**config.mk**
```make
export PLATFORM = sky130hd
export DESIGN_NAME = matrix_operand_loader
export DESIGN_NICKNAME = d
export VERILOG_FILES = /design/src/rtl/matrix_operand_loader.sv
export SDC_FILE = /design/constraint.sdc
export NUM_CORES = 1
export LEC_CHECK = 0
export CORE_MARGIN = 2
export CORE_UTILIZATION = 55
export DETAILED_ROUTE_END_ITERATION = 8
export GPL_ROUTABILITY_DRIVEN = 0
export PLACE_DENSITY_LB_ADDON = 0.2
export SLEW_MARGIN = 20
export SYNTH_ARGS = -nofsm -noshare
export SYNTH_HDL_FRONTEND = slang
export SYNTH_SLANG_ARGS = --single-unit
```
**constraint.sdc**
```tcl
create_clock -name CLK -period 3.65 [get_ports CLK]
set_clock_uncertainty 0.2 [all_clocks]
set_input_delay 0.73 -clock CLK [delete_from_list [all_inputs] [get_ports CLK]]
set_output_delay 0.73 -clock CLK [all_outputs]
set_load 0.03 [all_outputs]
```
**src/rtl/matrix_operand_loader.sv**
```systemverilog
// Gathers a 2x2 A and a 2x2 B operand (four signed bytes each) from the register file,
// one read per cycle, and holds them for the matrix multiplier until it acknowledges.
module matrix_operand_loader #(
    parameter logic [2:0] A_BASE = 3'd0,
    parameter logic [2:0] B_BASE = 3'd4
) (
    input  logic              CLK,
    input  logic              reset,
    input  logic              start,
    input  logic              flush,
    output logic              rd_en,
    output logic [2:0]        rd_addr,
    input  logic signed [7:0] rd_data,
    output logic [31:0]       A,
    output logic [31:0]       B,
    output logic              operands_valid,
    input  logic              mult_ack,
    output logic              busy,
    output logic              stall_req
);

    typedef enum logic [1:0] {
        IDLE  = 2'd0,
        READ  = 2'd1,
        VALID = 2'd2
    } state_t;

    state_t      state_q;
    logic [2:0]  idx_q;
    logic [55:0] buf_q;
    logic [31:0] a_q;
    logic [31:0] b_q;
    logic        valid_q;

    logic [31:0] a_d;
    logic [31:0] b_d;
    logic [2:0]  addr_d;

    // Slots 0..6 arrive through a right-shifting buffer; slot 7 is taken straight from rd_data.
    always_comb begin
        a_d    = buf_q[31:0];
        b_d    = {rd_data, buf_q[55:32]};
        addr_d = idx_q[2] ? (B_BASE + {1'b0, idx_q[1:0]})
                          : (A_BASE + {1'b0, idx_q[1:0]});
    end

    always_ff @(posedge CLK) begin
        if (reset) begin
            state_q <= IDLE;
            idx_q   <= 3'd0;
            buf_q   <= 56'd0;
            a_q     <= 32'd0;
            b_q     <= 32'd0;
            valid_q <= 1'b0;
        end else if (flush) begin
            state_q <= IDLE;
            idx_q   <= 3'd0;
            valid_q <= 1'b0;
        end else begin
            case (state_q)
                IDLE: begin
                    if (start) begin
                        idx_q   <= 3'd0;
                        state_q <= READ;
                    end
                end
                READ: begin
                    if (idx_q == 3'd7) begin
                        a_q     <= a_d;
                        b_q     <= b_d;
                        valid_q <= 1'b1;
                        idx_q   <= 3'd0;
                        state_q <= VALID;
                    end else begin
                        buf_q <= {rd_data, buf_q[55:8]};
                        idx_q <= idx_q + 3'd1;
                    end
                end
                VALID: begin
                    if (mult_ack) begin
                        valid_q <= 1'b0;
                        state_q <= IDLE;
                    end
                end
                default: begin
                    state_q <= IDLE;
                    idx_q   <= 3'd0;
                    valid_q <= 1'b0;
                end
            endcase
        end
    end

    // Read port is driven only while gathering; it parks at address 0 otherwise.
    assign rd_en          = (state_q == READ);
    assign rd_addr        = (state_q == READ) ? addr_d : 3'd0;
    assign A              = a_q;
    assign B              = b_q;
    assign operands_valid = valid_q;
    assign busy           = (state_q != IDLE);
    assign stall_req      = (state_q != IDLE) && !valid_q;

endmodule
```
# == After elaboration in Yosys (flattened, before gate mapping) ==
# Index checks and enable logic that the tools add are counted.
# classes
shift,0
n_lt_le_gt_ge,0
muxes,12
div,0
mul,0
n_eq_ne,6
addsub,2
reduce_logical,10
bitwise,4
# ops
cell,count
$mux 3,4
$reduce_and 3->1,4
$pmux 3 s3,1
$mux 2,3
$pmux 2 s3,1
$ne 2x2->1 const B,2
$not 1->1,4
$add 3x1->3 const B,1
$add 3x2->3 const A,1
$eq 3x3->1 const B,1
$pmux 1 s3,1
$eq 2x1->1 const B,1
$eq 2x2->1 const B,1
$logic_not 2->1,1
$mux 1,2
$ne 2x1->1 const B,1
$reduce_and 2->1,1
$reduce_bool 2->1,1
$reduce_or 2->1,1
$logic_and 1x1->1,1
$logic_not 1->1,1
# word_totals
mem_bits_ro,0
latch_bits,0
mem_count,0
reg_bits,126
output_inout_bits,71
inputBits,13
elab_cells,40
ram_bits,0

# == Longest topological paths before layout ==
# depth
ltp_word,3
mapped_depth,7
mapped_depth_nobuf,5

# == Least setup slack after synthesis ==
# No wires, ideal clock.
# synth_timing
kind,register to output
from,register state_q[0]
to,output port rd_addr[0]
setup_slack_ns,1.240
path_buffers,1
arrival_time_ns,1.480
path_stages_with_launch,4
cell_sequence,dfxtp_1 buf_2 nor2b_1 and2_1
# synth_via
elab_chain_len,2
# synth_rtl
element,line,source
start: declaration,28,state_t state_q;
start signal: assignment,49,state_q <= IDLE;
start signal: assignment,56,state_q <= IDLE;
start signal: assignment,64,state_q <= READ;
$eq 2x1->1,n/a,
named net rd_en,11,"output logic rd_en,"
$mux 3,96,assign rd_addr = (state_q == READ) ? addr_d : 3'd0;
end: declaration,12,"output logic [2:0] rd_addr,"
# The timed path passes the listed nets, and every way through them passes these cells.

# == Final worst setup path ==
# layout_timing
from,register state_q[0]
to,output port rd_addr[1]
# layout_via
elab_chain_len,2
# layout_rtl
element,line
$eq 2x1->1,96
$mux 3,96
# Every way passes these cells.

==> impl_metrics.csv <==
group,metric,value,unit
status,status,"finished, final reports clean",
final_layout,multi_input_area,1750,µm²
worst_hold_path,min_path_type,"flop to flop",
place,post-dp-hpwl,6100,µm
clock_tree,clock_latency,500,ps
sta,period_needed,3260,ps
floorplan,start_util,0.574,
place,placed_area,5270,µm²
clock_tree,cts_buffer_depth,2,
setup_path,crit_path_max_fanout,11,
grt,grt_pass1_vias,3639,
sta,max_freq,0.307,GHz
routing,dr.pass1.iters,5,
final_layout,syn2layout_area_growth,30.3,%
grt,grt_pass1_wl,16600,µm
routing,vias_per_cell,5.26,
setup_path,timing.rr.start,"idx_q[0]$_SDFFE_PP0P_",
setup_path,r2r_setup_slack,1140,ps
clock_tree,cts_tree,"done",
routing,vias,3901,
final_layout,final_cell_mix,"nand2_1 (241), dfxtp_1 (126), a21oi_1 (122)",
final_layout,final_area,5840,µm²
final_layout,num-nets-final,641,
setup_path,crit_arrival,2330,ps
sta,fin_crit_sh,0.893,
clock_tree,postCtsSetupBuffers,0,
sta,report.final.slew_viol_count,0,
setup_path,crit_required,2720,ps
setup_path,worstSetupStartpoint,"state_q[0]$_SDFFE_PP0P_",
yosys,ys_types,23,
yosys,seq_area_frac_synth,0.563,
yosys,synth.avg_cell_area,7.97,µm²
yosys,synth_area,4480,µm²
clock_tree,clk_pin_slew,60,ps
yosys,syn_inst,562,
sta,worst-slew-pin-transition,931,ps
routing,ant_nets,0,
power,total_power,3.04,mW
worst_hold_path,worstHoldStart,"buf_q[2]$_SDFFE_PP0P_",
sta,rsz0062_at_grt,"false",
power,peakVddDrop,0.000499,V
floorplan,num_rows,32,
final_layout,stdcell_count,741,
yosys,synth_warnings,0,
sta,fin_setup_tns,0,ps
grt,grt_use_total,0.239,
grt,antenna_found_initial,0,
floorplan,dieHeight,94.2,µm
setup_path,start_kind,"flop",
sta,relSlewSlack,0.379,
worst_hold_path,min_to,"A[2]$_SDFFE_PP0P_",
worst_hold_path,whs_path_depth,2,
yosys,synth_nets,577,
power,power_density,521,nW/µm²
routing,routed_wl,10200,µm
sta,whs,253,ps
clock_tree,clkSinkCount,126,
setup_path,worst-setup-path-type,"flop to output pin",
grt,grt_start_max_net_pins,65,
final_layout,ff_latch_area,2520,µm²
place,io_buffers,83,
run,maxCapViolations,0,
floorplan,ioPinCount,84,
final_layout,final_common_cell,"nand2_1",
grt,grt_overflow,0,
floorplan,die_x,94.2,µm
yosys,synth_seq_cells,126,
final_layout,fill_cells,584,
clock_tree,cts-resized-gates,0,
setup_path,end_kind,"output pin",
setup_path,timing.rr.end,"B[17]$_SDFFE_PP0P_",
routing,route.detailed.drc,0,
sta,setup_viol_count_final,0,
floorplan,coreArea,7810,µm²
sta,hold_viol_final,0,
place,placedCellCount,709,
clock_tree,root_buffer,"clkbuf_8",
routing,routedWlPerCell,13.7,µm
final_layout,antennaDiodeCount,0,
floorplan,design.die.area,8880,µm²
setup_path,ff2ff_path_depth,5,
clock_tree,htree_levels,4,
final_layout,drive_gt1_frac,0.0595,
routing,first_iter_violations,228,
clock_tree,ctsHoldBuffers,0,
power,p_leak,1.91,nW
clock_tree,cts_buffers,17,
## state kept, by name, indices dropped and copies added, names as in the netlist
register	count
A	32
B	32
buf_q	56
idx_q	3
operands_valid	1
state_q	2
## power by group
part	internal (mW)	leakage, nW	switching [mW]	total [mW]
clock network	1.00	0.267	0.582	1.59
registers	1.38	1.01	0.00454	1.38
logic	0.0221	0.623	0.0467	0.0688
## final cells by class
class,count,area share
clock buffer,22,0.0776
timing repair buffer,87,0.147
clock inverter,10,0.0195
tap,102,0.0219
sequential,126,0.432
inverter,4,0.00257
multi-input combinational,390,0.299
## how the worst max path moves through the flow
stage                                     to  cells past startpoint  slack, ps
after detailed placement  B[24]$_SDFFE_PP0P_                      4        670
final                             rd_addr[1]                      3        390
after global routing              rd_addr[2]                      3        250
after CTS                         rd_addr[1]                      3        360
after floorplan                   rd_addr[0]                      3       1240
after global placement     A[7]$_SDFFE_PP0P_                      4        730
## per-stage QoR
stage	utilization	setup WS, ps
2_1_floorplan	-	1240
3_3_place_gp	0.675	731
3_5_place_dp	0.675	665
4_1_cts	0.748	360
5_1_grt	0.748	249
6_report	0.748	391
## synthesized netlist by cell type
cell type,instances,share of area
nor2b_1,1,0.0014
or4b_4,1,0.0031
clkbuf_1,17,0.014
a32o_1,2,0.0045
a21oi_1,122,0.14
a21boi_0,1,0.0017
nor4b_2,1,0.0034
buf_6,5,0.013
nor3_1,2,0.0022
buf_2,20,0.022
nor2_1,5,0.0042
a22oi_1,1,0.0017
nand3_1,2,0.0022
and4bb_1,1,0.0028
nand4bb_1,1,0.0025
nand2_1,241,0.20
nand2b_1,1,0.0014
and2_1,4,0.0056
inv_1,4,0.0034
dfxtp_1,126,0.56
o41ai_1,1,0.0020
ha_1,2,0.0056
a32oi_1,1,0.0020
## worst max-delay path: stages (launching register included)
cell	delay [ps]
dfxtp_1	570
nor2b_1	410
and2_1	180
clkdlybuf4s50_1	670
## routing by layer
layer | global-route usage | wire, µm | vias up
li1 | - | - | 1945
met1 | 0.297 | 4350 | 1817
met2 | 0.403 | 5180 | 128
met3 | 0.0626 | 514 | 11
met4 | 0.0785 | 107 | 0
met5 | 0 | 0 | -
## logic make-up (layout without fill, tap and decap cells)
group                      count (synthesis)  count (layout)  share of synthesized area
and+or+nand+nor                          260             260                      0.231
AOI/OAI and AO/OA                        128             128                      0.148
DFF                                      126             126                      0.563
buffers and inverters                     46             123                     0.0525
adders and majority gates                  2               2                    0.00559
Note: power is estimated with default switching activity, not from simulation.
